<file path="src/rtl/fifo_sync_pkg.sv">
// Shared types for the synchronous FIFO: the per-cycle operation that drives
// the occupancy counter.
package fifo_sync_pkg;

  // Encoded as {write_accepted, read_accepted} so a cast builds it directly.
  typedef enum logic [1:0] {
    OP_IDLE  = 2'b00,
    OP_READ  = 2'b01,
    OP_WRITE = 2'b10,
    OP_BOTH  = 2'b11
  } op_e;

endpackage

</file>
<file path="src/rtl/fifo_sync.sv">
// Single-clock FIFO with registered read data and count-derived full/empty
// flags. DEPTH need not be a power of two.
module fifo_sync
  import fifo_sync_pkg::*;
#(
  parameter int BITWIDTH = 8,
  parameter int DEPTH    = 8
) (
  input  logic                iClk,
  input  logic                iRstN,
  input  logic                iEnW,
  input  logic                iEnR,
  input  logic                iClr,
  input  logic [BITWIDTH-1:0] iData,
  output logic [BITWIDTH-1:0] oData,
  output logic                oFull,
  output logic                oEmpty
);

  localparam int PTR_W = $clog2(DEPTH);
  localparam int CNT_W = $clog2(DEPTH + 1);

  logic [BITWIDTH-1:0] mem [DEPTH];
  logic [PTR_W-1:0]    wr_ptr;
  logic [PTR_W-1:0]    rd_ptr;
  logic [CNT_W-1:0]    count;
  logic                wr_en;
  logic                rd_en;
  op_e                 op;

  // Explicit wrap so non-power-of-two depths index only valid entries.
  function automatic logic [PTR_W-1:0] next_ptr(input logic [PTR_W-1:0] ptr);
    return (ptr == PTR_W'(DEPTH - 1)) ? '0 : ptr + PTR_W'(1);
  endfunction

  assign oEmpty = (count == '0);
  assign oFull  = (count == CNT_W'(DEPTH));

  // Clear suppresses both transfers, so oData and storage are left untouched.
  assign wr_en = iEnW & ~oFull & ~iClr;
  assign rd_en = iEnR & ~oEmpty & ~iClr;

  // NOTE: every always_comb output gets a default first so no path leaves it
  // unassigned, which would otherwise infer a latch.
  always_comb begin
    op = OP_IDLE;
    op = op_e'({wr_en, rd_en});
  end

  // NOTE: storage has no reset; only pointers and count define what is valid,
  // and leaving it unreset lets it map onto plain RAM.
  always_ff @(posedge iClk) begin
    if (wr_en) mem[wr_ptr] <= iData;
  end

  // NOTE: sequential state uses non-blocking assignments so every register
  // samples pre-edge values, regardless of statement order.
  always_ff @(posedge iClk or negedge iRstN) begin
    if (!iRstN) begin
      wr_ptr <= '0;
      rd_ptr <= '0;
      count  <= '0;
    end else if (iClr) begin
      wr_ptr <= '0;
      rd_ptr <= '0;
      count  <= '0;
    end else begin
      if (wr_en) wr_ptr <= next_ptr(wr_ptr);
      if (rd_en) rd_ptr <= next_ptr(rd_ptr);
      unique case (op)
        OP_WRITE: count <= count + CNT_W'(1);
        OP_READ:  count <= count - CNT_W'(1);
        default:  count <= count;
      endcase
    end
  end

  always_ff @(posedge iClk or negedge iRstN) begin
    if (!iRstN) begin
      oData <= '0;
    end else if (rd_en) begin
      oData <= mem[rd_ptr];
    end
  end

endmodule

</file>
<file path="config.mk">
export PLATFORM = sky130hd
export DESIGN_NAME = fifo_sync
export DESIGN_NICKNAME = d
export VERILOG_FILES = /design/src/rtl/fifo_sync_pkg.sv /design/src/rtl/fifo_sync.sv
export SDC_FILE = /design/constraint.sdc
export NUM_CORES = 1
export LEC_CHECK = 0
export CORE_ASPECT_RATIO = 1.4
export CORE_MARGIN = 2
export CORE_UTILIZATION = 31
export DETAILED_ROUTE_END_ITERATION = 16
export PLACE_DENSITY = 0.53
export SLEW_MARGIN = 40
export SYNTH_ARGS = -nofsm -noshare
export SYNTH_HDL_FRONTEND = slang
export SYNTH_SLANG_ARGS = --single-unit
export TNS_END_PERCENT = 100
</file>
<file path="constraint.sdc">
create_clock -name iClk -period 2.6 [get_ports iClk]
set_input_delay 0.26 -clock iClk [delete_from_list [all_inputs] [get_ports iClk]]
set_output_delay 0.26 -clock iClk [all_outputs]
set_load 0.005 [all_outputs]
</file>
# Word-level counts from Yosys, hierarchy flattened
# Memories as Yosys holds them, arrays and structs flattened. A register that Yosys moved wholly into a read port is not among the register bits.
# Cells that the tools add are included.
# classes
add_sub_neg	4
n_mul	0
shift	0
n_eq_ne	5
n_reduce_logical	5
div_mod_pow	0
mux	10
bitwise	7
magnitude_cmp	0
# ops
op	count
$mux 3	6
$pmux 4 s2	1
$add 3x1->3 const B	2
$eq 3x3->1 const B	2
$add 4x1->4 const B	1
$and 1x1->1	4
$eq 4x4->1 const B	1
$logic_not 4->1	1
$mux 4	1
$reduce_bool 2->1	2
$sub 4x1->4 const B	1
$not 1->1	3
$reduce_bool 3->1	1
$eq 2x1->1 const B	1
$eq 2x2->1 const B	1
$mux 1	2
$logic_not 1->1	1
# totals
reg_bits	10
memories	1
mem_bits_rw	64
elab_cells	35
out_inout_bits	10
romBits	0
inputBits	13
latch_bits	0
# memory_table
memory	depth	width	rd	rd_clocked_by_memory_dff	wr	line_no	source
mem	8	8	1	1	1	fifo_sync.sv:23	logic [BITWIDTH-1:0] mem [DEPTH];

# Longest topological paths before layout
# Gate-level depths: netlist (run 1).
# logic_depth
depth_word	7
mapped_depth	10
depth_no_buf	8

# Least setup slack after synthesis (run 1)
# No wires, ideal clock.
# synth_timing
path_kind	reg2reg
start	register count[2]
end	register count[3]
n_path_buf	1
setup_slack_ns	0.124
arrival_time_ns	2.343
path_stages_with_launch	10
path_cell_list	dfrtp_1 o41ai_4 or2b_4 buf_8 nor2_1 ha_1 a21oi_1 a211oi_1 mux2i_1 o211ai_1
# synth_via
elab_chain_cells	7
# synth_lines
element	line_no	source
from (decl)	fifo_sync.sv:26	logic [CNT_W-1:0] count;
from (signal assigned)	fifo_sync.sv:71	OP_WRITE: count <= count + CNT_W'(1);
from (signal assigned)	fifo_sync.sv:72	OP_READ: count <= count - CNT_W'(1);
from (signal assigned)	fifo_sync.sv:73	default: count <= count;
$eq 4x4->1 / $logic_not 4->1 (equally long branches)	fifo_sync.sv:37, fifo_sync.sv:36	
$not 1->1 (on tied branches)	fifo_sync.sv:40, fifo_sync.sv:41	
$and 1x1->1 (on tied branches) (2 in a row)	fifo_sync.sv:40, fifo_sync.sv:41	
$eq 2x1->1 / $eq 2x2->1 (equally long branches)	fifo_sync.sv:70	unique case (op)
$pmux 4 s2	fifo_sync.sv:70	
$mux 4	fifo_sync.sv:63	end else if (iClr) begin
# Several ways; a longest one is shown, not always the timed one.
# A chain may end at the register's enable or synchronous reset.

# Final worst setup path (run 1)
# layout_timing
start	register count[0]
end	register count[3]
# Same word-level chain as after synthesis.

==> results.sh, run 1 <==
export IMPL_routedWlPerCell_um=16.6
export IMPL_p_leak_uw=0.00151
export IMPL_antenna_found_initial=0
export IMPL_p_clk_frac=0.336
export IMPL_syn2layout_area_growth_pct=23.3
export IMPL_h_tree_depth=3
export IMPL_syn_inst=201
export IMPL_synth_top_area_share=0.557
export IMPL_final_common_cell="edfxtp_1"
export IMPL_drt_pass1_iterations=4
export IMPL_worstMarginPinSlew_ns=0.603
export IMPL_postCtsSetupRepairBufs=0
export IMPL_comb_power_share=0.233
export IMPL_critPathMaxFanout=8
export IMPL_antenna_left=0
export IMPL_initial_utilization=0.317
export IMPL_seq_area_frac_synth=0.688
export IMPL_setup_tns_ns=0
export IMPL_core_area_um2=10900
export IMPL_synth_seq_cells=82
export IMPL_yosys_warnings=0
export IMPL_synth_xor_area_frac=0.00254
export IMPL_gp_congestion=0.703
export IMPL_ys_top_cells_by_area="edfxtp_1, dfrtp_1, mux4_2"
export IMPL_via_per_inst=4.64
export IMPL_syn_area_per_cell_um2=17.2
export IMPL_cts_buffer_depth=2
export IMPL_synth_top_family_by_area="multiplexers"
export IMPL_clock_skew_ns=0.00832
export IMPL_status="completed"
export IMPL_worst_setup_path_end_kind="flip-flop"
export IMPL_fin_nets=267
export IMPL_switching_power_uw=1010
export IMPL_finalHoldViolations=0
export IMPL_antenna_cells=0
export IMPL_power_density_nw_per_um2=916
export IMPL_crit_type="reg2reg"
export IMPL_place_inst=376
export IMPL_die_h_um=129
export IMPL_maxCapViolations=0
export IMPL_cp_start_kind="flip-flop"
export IMPL_slew_limit_headroom=0.598
export IMPL_dp_hpwl_mm=4.51
export IMPL_internal_power_uw=2890
export IMPL_grt_start_max_net_pins=20
export IMPL_swShare=0.259
export IMPL_period_needed_ns=2.38
export IMPL_muxShareOfSynthArea=0.139
export IMPL_vias=1823
export IMPL_netlist_area_um2=3450
export IMPL_final_util=0.391
export IMPL_drt_wl_total_mm=6.53
export IMPL_grt_pass1_vias=1907
export IMPL_grt_pass1_wl_mm=10.5
export IMPL_die_w_um=93.1
export IMPL_synthSimpleGateAreaFrac=0.0751
export IMPL_reg2reg_depth=8
export IMPL_die_area_um2=12000
export IMPL_ys_types=36
export IMPL_power_frac_seq=0.431
export IMPL_grt_ovfl_total=0
export IMPL_synthAdderAreaFrac=0.0276
export IMPL_track_usage=0.122
export IMPL_synth_nets=221
export IMPL_first_iter_violations=115
export IMPL_r2r_setup_slack_ns=0.22
export IMPL_hp_class="in2async"
export IMPL_portBuffers=22
export IMPL_setup_ws_ns=0.217
export IMPL_required_ns=2.81
export IMPL_clk_latency_ns=0.34
export IMPL_fillCellCount=984
export IMPL_arrival_ns=2.59
export IMPL_cts_sinks=82
export IMPL_io_pins=23
export IMPL_synth_largest_area_cell="edfxtp_1"
export IMPL_timing_max_transition_violations_final=0
export IMPL_clock_fmax_mhz=420
export IMPL_cts_tree="yes"
export IMPL_cts_root_buf="clkbuf_16"
export IMPL_place_ws_ns=0.0915
export IMPL_drc=0
export IMPL_cts_buffers=9
export IMPL_drive_gt1_frac=0.230
export IMPL_layout_common_cells="edfxtp_1, clkdlybuf4s50_1, buf_4, dfrtp_1, nand2_1"
export IMPL_final_cells=393
export IMPL_rsz0062_at_grt="no"
export IMPL_num_rows=45
export IMPL_min_period_over_period=0.917
export IMPL_cts_clk_slew_worst_paths_ns=0.06
export IMPL_setup_viol=0
export IMPL_peakVddDrop_mv=0.248
export IMPL_synth_compound_area_share=0.0468
[through the flow]
stage | total power [uW] | hold slack (ns) | area [um2]
final | 3890 | 0.397 | 4250
after global routing | 4110 | 0.437 | 4250
after floorplan | 2290 | -0.0356 | 3450
after detailed placement | 2640 | 0.233 | 3930
after global placement | 2620 | 0.464 | 3940
after CTS | 3960 | 0.402 | 4250
[synth_stat cells, drive strengths merged]
master,n
or2b,1
o21ai,10
nand3b,1
a21oi,7
o311a,1
nor4b,1
ha,6
nor3b,1
and3,1
o211a,1
nor4,1
o41ai,1
o211ai,1
nand2,17
or3,2
buf,6
inv,3
mux4,16
fa,1
nor2,12
mux2i,12
and2,1
a211oi,2
xnor2,1
nand3,4
dfrtp,18
clkbuf,2
edfxtp,64
nor3,4
nand2b,3
[critical path, stage by stage (launching register included)]
cell and delay [ns]:
dfrtp_1 0.52, nor4b_4 0.43, nor2_1 0.12, nor2_1 0.25, ha_1 0.22, a21oi_1 0.10, a211oi_1 0.29, mux2i_1 0.22
o211ai_1 0.10
[final timing paths]
path                               start  endpoint
max in group asynchronous          iRstN  oData[3]
min in group iClk               oData[4]  oData[4]
worst max register to register  count[0]  count[3]
worst min register to register  oData[4]  oData[4]
worst min-delay path               iRstN  count[0]
worst max-delay path            count[0]  count[3]
[power groups by stage]
stage	Clock [uW]	Sequential (uW)	Combinational, uW
after detailed placement	0	1710	926
after global routing	1390	1700	1020
after global placement	0	1700	917
after CTS	1350	1680	932
final	1310	1680	907
after floorplan	0	1660	633
[routing by layer]
metal / vias to the layer above / routed length [um] / track usage
met4: 0 / 141 / 0.0571
met3: 9 / 197 / 0.0357
met2: 38 / 3510 / 0.214
li1: 870 / - / -
met1: 906 / 2680 / 0.137
met5: - / 0 / 0
[registers in the layout (all words and copies together), names as in the netlist]
| name | flops |
|---|---|
| count | 4 |
| mem | 64 |
| rd_ptr | 3 |
| wr_ptr | 3 |
| oData | 8 |
[layout make-up]
cell class	instances	area, um2	area share
Clock inverter	6	81.3	0.0191
Multi-Input combinational cell	108	1000	0.236
Clock buffer	10	229	0.0539
Tap cell	141	176	0.0415
Timing Repair Buffer	43	375	0.0883
Sequential cell	82	2370	0.558
Inverter	3	11.3	0.00265
[cells by family (layout without fill, tap and decap cells)]
kind of cell / count (synthesis) / count (layout)
AOI/OAI and AO/OA: 23 / 23
xor gates and xnor gates: 1 / 1
adders and majority gates: 7 / 7
buffers and inverters: 11 / 62
DFF: 82 / 82
muxes: 28 / 28
and+or+nand+nor: 49 / 49
[what timing repair did]
| item | in CTS | in global routing |
|---|---|---|
| hold endpoints to repair | 18 | 0 |
| hold buffers | 1 | 0 |
| resized for setup | 0 | 0 |
Note: power is estimated with default switching activity, not from simulation.
==> inputs of run 2 (changes only) <==
--- a/config.mk
+++ b/config.mk
@@ -5,6 +5,7 @@
 export SDC_FILE = /design/constraint.sdc
 export NUM_CORES = 1
 export LEC_CHECK = 0
+export CAP_MARGIN = 20
 export CORE_ASPECT_RATIO = 1.4
 export CORE_MARGIN = 2
 export CORE_UTILIZATION = 31
==> results of run 2 <==
Same layout as run 1: the final DEF is identical, and so are final timing and power.
==> inputs of run 3 (changes only) <==
--- a/config.mk
+++ b/config.mk
@@ -10,6 +10,7 @@
 export CORE_MARGIN = 2
 export CORE_UTILIZATION = 31
 export DETAILED_ROUTE_END_ITERATION = 16
+export GPL_TIMING_DRIVEN = 1
 export PLACE_DENSITY = 0.53
 export SLEW_MARGIN = 40
 export SYNTH_ARGS = -nofsm -noshare
==> results of run 3 <==
Same layout as run 1: the final DEF is identical, and so are final timing and power.
